`config.mk`:
```
export PLATFORM = sky130hd
export DESIGN_NAME = dma_transfer_sequencer
export DESIGN_NICKNAME = d
export VERILOG_FILES = /design/src/rtl/dma_transfer_sequencer.sv
export SDC_FILE = /design/constraint.sdc
export NUM_CORES = 1
export LEC_CHECK = 0
export ABC_AREA = 1
export CAP_MARGIN = 20
export CORE_ASPECT_RATIO = 1.25
export CORE_MARGIN = 1.5
export CORE_UTILIZATION = 45
export CTS_CLUSTER_DIAMETER = 80
export DETAILED_ROUTE_END_ITERATION = 10
export SLEW_MARGIN = 5
export SYNTH_ARGS = -nofsm -noshare
export SYNTH_HDL_FRONTEND = slang
export SYNTH_SLANG_ARGS = --single-unit
```
`constraint.sdc`:
```
create_clock -name CLK -period 5.55 [get_ports CLK]
set_clock_uncertainty 0.2 [all_clocks]
set_input_delay 0.555 -clock CLK [delete_from_list [all_inputs] [get_ports CLK]]
set_output_delay 0.555 -clock CLK [all_outputs]
set_load 0.02 [all_outputs]
```
`src/rtl/dma_transfer_sequencer.sv`:
```
// Multi-channel DMA sequencer: hold handshake with the CPU, fixed or rotating
// channel arbitration, and demand/single/block word transfers with terminal count.
module dma_transfer_sequencer #(
  parameter int NUM_CH = 4,
  parameter int ADDR_W = 16,
  parameter int CNT_W  = 16
) (
  input  logic                      CLK,
  input  logic                      RESET,
  input  logic                      CS_N,
  input  logic [NUM_CH-1:0]         DREQ,
  input  logic                      HLDA,
  input  logic                      extEOP,
  input  logic [2*NUM_CH-1:0]       modeSel,
  input  logic                      rotatePriority,
  input  logic                      progWe,
  input  logic [$clog2(NUM_CH)-1:0] progCh,
  input  logic [ADDR_W-1:0]         progAddr,
  input  logic [CNT_W-1:0]          progCount,
  output logic                      HRQ,
  output logic [NUM_CH-1:0]         DACK,
  output logic [ADDR_W-1:0]         ADDR,
  output logic                      xferStrobe,
  output logic                      intEOP,
  output logic [NUM_CH-1:0]         tcStatus
);

  localparam int CH_W = $clog2(NUM_CH);

  typedef enum logic [2:0] {IDLE, HOLD_REQ, ARB, XFER, UPDATE} state_t;

  state_t            state, next_state;
  logic [CH_W-1:0]   cur_ch, prio, win_ch;
  logic [ADDR_W-1:0] addr_r  [NUM_CH];
  logic [CNT_W-1:0]  count_r [NUM_CH];
  logic [NUM_CH-1:0] tc_flags, eligible;
  logic              eop_pend, hold_pend;
  logic              win_found, in_svc, tc_hit, eop_stop, stop_now;
  logic [1:0]        cur_mode;
  int                base, idx;

  assign eligible = DREQ & ~tc_flags;
  assign in_svc   = (state == XFER) || (state == UPDATE);
  assign cur_mode = modeSel[{cur_ch, 1'b0} +: 2];
  assign eop_stop = eop_pend | extEOP;
  assign stop_now = eop_stop | hold_pend | ~HLDA;
  assign tc_hit   = (state == UPDATE) && (count_r[cur_ch] == '0) && !eop_stop;

  // Scan channels starting at the priority pointer (or channel 0 when fixed).
  always_comb begin
    win_found = 1'b0;
    win_ch    = '0;
    idx       = 0;
    base      = rotatePriority ? int'(prio) : 0;
    for (int k = 0; k < NUM_CH; k++) begin
      idx = base + k;
      if (idx >= NUM_CH) idx = idx - NUM_CH;
      if (!win_found && eligible[CH_W'(idx)]) begin
        win_found = 1'b1;
        win_ch    = CH_W'(idx);
      end
    end
  end

  always_comb begin
    next_state = state;
    case (state)
      IDLE:     if (CS_N && |eligible) next_state = HOLD_REQ;
      HOLD_REQ: if (HLDA) next_state = ARB;
      ARB:      next_state = (HLDA && win_found) ? XFER : IDLE;
      XFER:     next_state = UPDATE;
      UPDATE: begin
        if (stop_now || tc_hit)                     next_state = IDLE;
        else if (cur_mode == 2'b10)                 next_state = XFER;
        else if (cur_mode == 2'b00 && DREQ[cur_ch]) next_state = XFER;
        else                                        next_state = IDLE;
      end
      default:  next_state = IDLE;
    endcase
  end

  always_comb begin
    DACK = '0;
    if (in_svc) DACK[cur_ch] = 1'b1;
    HRQ        = (state != IDLE);
    ADDR       = in_svc ? addr_r[cur_ch] : '0;
    xferStrobe = (state == XFER);
    intEOP     = tc_hit;
    tcStatus   = tc_flags;
  end

  // Abort requests seen during XFER are remembered so the following UPDATE
  // still completes before the service is dropped.
  always_ff @(posedge CLK or posedge RESET) begin
    if (RESET) begin
      state     <= IDLE;
      cur_ch    <= '0;
      prio      <= '0;
      tc_flags  <= '0;
      eop_pend  <= 1'b0;
      hold_pend <= 1'b0;
      for (int i = 0; i < NUM_CH; i++) begin
        addr_r[i]  <= '0;
        count_r[i] <= '0;
      end
    end else begin
      state <= next_state;
      if (state == ARB) begin
        cur_ch    <= win_ch;
        eop_pend  <= 1'b0;
        hold_pend <= 1'b0;
      end
      if (state == XFER) begin
        if (extEOP) eop_pend  <= 1'b1;
        if (!HLDA)  hold_pend <= 1'b1;
      end
      if (state == UPDATE) begin
        addr_r[cur_ch]  <= addr_r[cur_ch] + 1'b1;
        count_r[cur_ch] <= count_r[cur_ch] - 1'b1;
        if (tc_hit) tc_flags[cur_ch] <= 1'b1;
        if (next_state == IDLE) begin
          prio      <= (cur_ch == CH_W'(NUM_CH - 1)) ? '0 : cur_ch + 1'b1;
          eop_pend  <= 1'b0;
          hold_pend <= 1'b0;
        end
      end
      if (progWe && !(in_svc && progCh == cur_ch)) begin
        addr_r[progCh]   <= progAddr;
        count_r[progCh]  <= progCount;
        tc_flags[progCh] <= 1'b0;
      end
    end
  end

endmodule

```
## Yosys cells after proc, flatten, opt, wreduce, memory -nomap -nowiden

Index checks and enable logic that the tools add are counted.

| storage, ports and cells | value |
|---|---|
| flip-flop bits (word level) | 141 |
| input port bits | 53 |

| operators by class | value |
|---|---|
| add/sub/neg operators | 10 |
| $lt $le $gt $ge | 16 |
| equal/unequal tests | 7 |
| shift-type cells | 1 |
| muxes and demuxes | 72 |
| bitwise logic cells | 11 |
| reduce and logical (&&, ||, !) cells | 28 |

Operators by type and width:

| kind | number |
|---|---|
| $bwmux 64 | 4 |
| $mux 64 | 4 |
| $mux 16 | 7 |
| $bmux 16 s2 | 2 |
| $demux 16 s2 | 2 |
| $mux 2 | 14 |
| $mux 1 | 25 |
| $add 16x1->16 const B | 1 |
| $logic_not 16->1 | 1 |
| $lt 2x4->1 const B | 4 |
| $mux 4 | 4 |
| $sub 16x1->16 const B | 1 |
| $ge 3x3->1 const B | 5 |
| $pmux 3 s5 | 1 |
| $logic_and 1x1->1 | 14 |
| $bmux 1 s2 | 5 |
| $and 4x4->4 | 2 |
| $not 4->4 | 2 |
| $shiftx 8x4->2 | 1 |
| $sub 2x1->2 const B | 4 |
| $add 2x2->3 const B | 2 |
| $eq 3x2->1 const B | 2 |
| $logic_not 3->1 | 2 |
| $lt 2x3->1 const B | 2 |
| 21 further kinds | 34 |

## Logic depth before layout (Yosys ltp)

| depth | value |
|---|---|
| depth in word-level cells | 22 |
| mapped depth | 17 |

## Worst setup path after synthesis

OpenSTA, ideal clock, no wires.

| path | value |
|---|---|
| path type | register -> output |
| start point | register cur_ch[1] |
| end point | output port intEOP |
| arrival time | 1665 ps |
| required time | 4795 ps |
| path slack | 3130 ps |
| cell stages (with the launch flop) | 10 |
| cells stage by stage | dfrtp_1 buf_6 inv_2 buf_4 buf_6 nand3_1 nand2_1 inv_1 nor4_1 and3_1 |

| between the ends | value |
|---|---|
| cells in the longest elaborated chain, start to end | 7 |

RTL lines:

| item | line | source |
|---|---|---|
| start: declaration | 33 | `logic [CH_W-1:0] cur_ch, prio, win_ch;` |
| start signal: assignment | 109 | `cur_ch <= win_ch;` |
| $not 2->3 (implied by the code) | 47 | `assign tc_hit = (state == UPDATE) && (count_r[cur_ch] == '0) && !eop_stop;` |
| $bmux 16 s2 | 47 |  |
| $mux 16 (implied by the code) (2 in series) | 47 |  |
| $logic_not 16->1 | 47 |  |
| $logic_and 1x1->1 (2 in series) | 47 |  |
| end: declaration | 24 | `output logic intEOP,` |

Every way passes these cells. The select of a mux whose other input is x is not followed.

## Worst setup path in the final report

Ends and elaborated chain as after synthesis.

==> out/results.tsv <==
metric	value	unit
status	finished, final reports clean	
Final period util	0.710	
Worst Path Required	4.80	ns
# diodes	0	
worst slew pin tran	1.11	ns
crit path capture type	primary output	
Synth Register Bits	141	
area leader, netlist	dfrtp_1	
Mapped Area	0.00935	mm²
Cell Int Power	3.11	mW
Top Ports	80	
nets@finish	1483	
max cap viols	0	
Max Slew Vio Count	0	
Max rail drop VDD	0.241	mV
Core Region	0.0202	mm²
largest net degree at the start of global routing	110	
die width	132	µm
first drt pass iteration count	8	
Final TNS setup	0	ns
Post-Synthesis Cells	1386	
R2R Path Start	cur_ch[1]$_DFFE_PP0P_	
Crit path arrival time	3.19	ns
Syn Nets	1446	
top cell type's share of synthesized area	0.377	
global-route wire length before repair	47.0	mm
Core Util, Final	0.532	
DP Wirelength	17.8	mm
drt drc	0	
initial DRC count	683	
sw frac	0.458	
Yosys cell types	47	
GPL Wtd Cong	0.863	
CP Buf/Inv Count	3	
R2R setup slack	1.97	ns
Final Hold Viols	0	
vias	9120	
post_cts resized	0	
CTS tree	done	
clk slew on worst S/H paths	0.06	ns
final setup fails	0	
Switch Pwr	2.63	mW
Starting Density	0.462	
yosys warns	0	
clk buf depth	2	
Syn Area/Cell	6.75	µm²
Clock Power Share	0.205	
IO Port Bufs	79	
Rows	58	
vias per std cell	5.35	
worst skew pair latency	0.42	ns
crit-path cells	inv_2 > nand3_1 > nand2_1 > nand2_1 > inv_1 > nand2_1 > nor2_1 > and3_1 > clkdlybuf4s50_1	
die area	0.0217	mm²
Worst Reg-to-Reg Cells	10	
CTS buffer count	17	
Max stage delay on crit path	0.61	ns
Worst path top cell family by delay	buffers and inverters	
RSZ-0062 raised after global routing	false	
CTS sink count	141	
initial antenna violation count	0	
final WL	29.2	mm
Post-synth EDFFs	0	
total track usage	0.277	
Syn-to-layout area delta	15.2	%
layout cells sized above 1	0.0753	
setup bufs post-CTS	0	
most used cell, CP	nand2_1	
die height	164	µm
ys flop type	dfrtp_1	
number of hold buffers added after cts	0	
top post-synthesis cells by area	dfrtp_1, nand2_1, o21ai_0, nand3_1, inv_1	
P per Cell Area	533	mW/mm²
routed len/inst	17.1	µm
WS Path Type	reg -> out	
Comb pwr share	0.500	
number of global-route vias before repair	8889	
grt ovf	0	
worst-path cell with the longest stage delay	clkdlybuf4s50_1	
power share of the sequential group	0.295	
Min Clock Period, post-route	3.94	ns
Max FO, Critical Path	27	
worst relative slew slack	0.259	
H-tree depth	4	
HP Class	in -> async	
f_max	254	MHz
startpoint types	register	
Root Buffer	clkbuf_16	
Seq/Total Area, Yosys	0.377	
Pleak	5.23	nW
Post-DRT Antenna Nets	0	
Synth async-reset ratio	1.00	
Critical R2R Capture	addr_r[32]$_DFF_PP0_	
==> kinds of logic after synthesis <==
logic type	synth area share
adder cells (fa/ha/maj)	0.00936
XOR/XNOR	0.0149
AO/OA/AOI/OAI	0.142
flip-flops	0.377
buffers and inverters	0.107
AND/OR/NAND/NOR	0.350
==> state kept, by name, indices dropped and copies added (netlist names) <==
name       flops
cur_ch         2
count_r       64
prio           2
eop_pend       1
hold_pend      1
state          3
addr_r        64
tcStatus       4
==> worst max-delay path by stage <==
stage | start | end | slack [ns] | cells after the start
finish | cur_ch[1]$_DFFE_PP0P_ | intEOP | 1.61 | 9
global route | cur_ch[1]$_DFFE_PP0P_ | intEOP | 1.42 | 9
CTS | cur_ch[1]$_DFFE_PP0P_ | intEOP | 1.57 | 9
detailed placement | cur_ch[1]$_DFFE_PP0P_ | intEOP | 2.03 | 9
global placement | cur_ch[0]$_DFFE_PP0P_ | intEOP | 2.07 | 10
floorplan | RESET | addr_r[0]$_DFF_PP0_ | 1.01 | 1
==> Yosys cell counts, types with 9 or more instances <==
cell      instances
nand2_1         437
o21ai_0         151
dfrtp_1         141
inv_1           139
nand3_1         138
nor2_1          127
clkbuf_1         33
o21ai_1          28
buf_2            22
nand2_2          19
a21oi_1          17
o22ai_1          17
buf_6            15
a31oi_1           9
nand3_2           9
==> power groups by stage <==
stage / Clock (mW) / Combinational (mW) / Sequential, mW
4_1_cts: 1.20 / 2.87 / 1.69
6_report: 1.18 / 2.87 / 1.69
3_5_place_dp: 0 / 2.84 / 1.70
2_1_floorplan: 0 / 2.28 / 1.61
5_1_grt: 1.23 / 3.25 / 1.75
3_3_place_gp: 0 / 2.83 / 1.70
==> layer usage <==
layer  track usage  vias to the layer above  routed length (µm)
li1              -                     4504                   -
met1         0.352                     4274               12900
met2         0.483                      295               14100
met3        0.0386                       47                1610
met4        0.0955                        0                 651
met5             0                        -                   0
==> placed cells by master (no fill, tap or decap), types with 19 or more instances in the layout <==
cell type / synthesis / layout
inv_1: 139 / 138
o21ai_1: 28 / 28
dfrtp_1: 141 / 140
nor2_1: 127 / 123
nand2_2: 19 / 19
clkdlybuf4s50_1: 0 / 79
nand3_1: 138 / 137
o21ai_0: 151 / 151
nand2_1: 437 / 437
==> through the flow <==
step	hold slack, ns	instances	setup WS, ns	power, mW	cell area (µm²)
2_1_floorplan	0.242	1386	1.01	3.89	9350
3_3_place_gp	0.264	1673	2.07	4.52	10200
3_5_place_dp	0.269	1673	2.03	4.54	10200
4_1_cts	0.287	1704	1.57	5.75	10800
5_1_grt	0.255	1705	1.42	6.23	10800
6_report	0.242	1705	1.61	5.74	10800
==> worst register-to-register path, cell delays in order, from the launching register on <==
cell     delay, ns
dfrtp_1       0.57
inv_2         0.60
ha_1          0.26
inv_1         0.07
nor2_4        0.09
buf_4         0.50
inv_1         0.64
nand2_1       0.19
o21ai_0       0.10
nand2_1       0.10
o21ai_0       0.11
==> layout make-up <==
type	count	area, µm²
inverter	145	554
clock inverter	10	140
tap	270	338
multi-input combinational	1026	4860
clock buffer	21	450
sequential	141	3530
fill	2047	9470
timing repair buffer	92	908
Power figures use the tool's default switching activity.
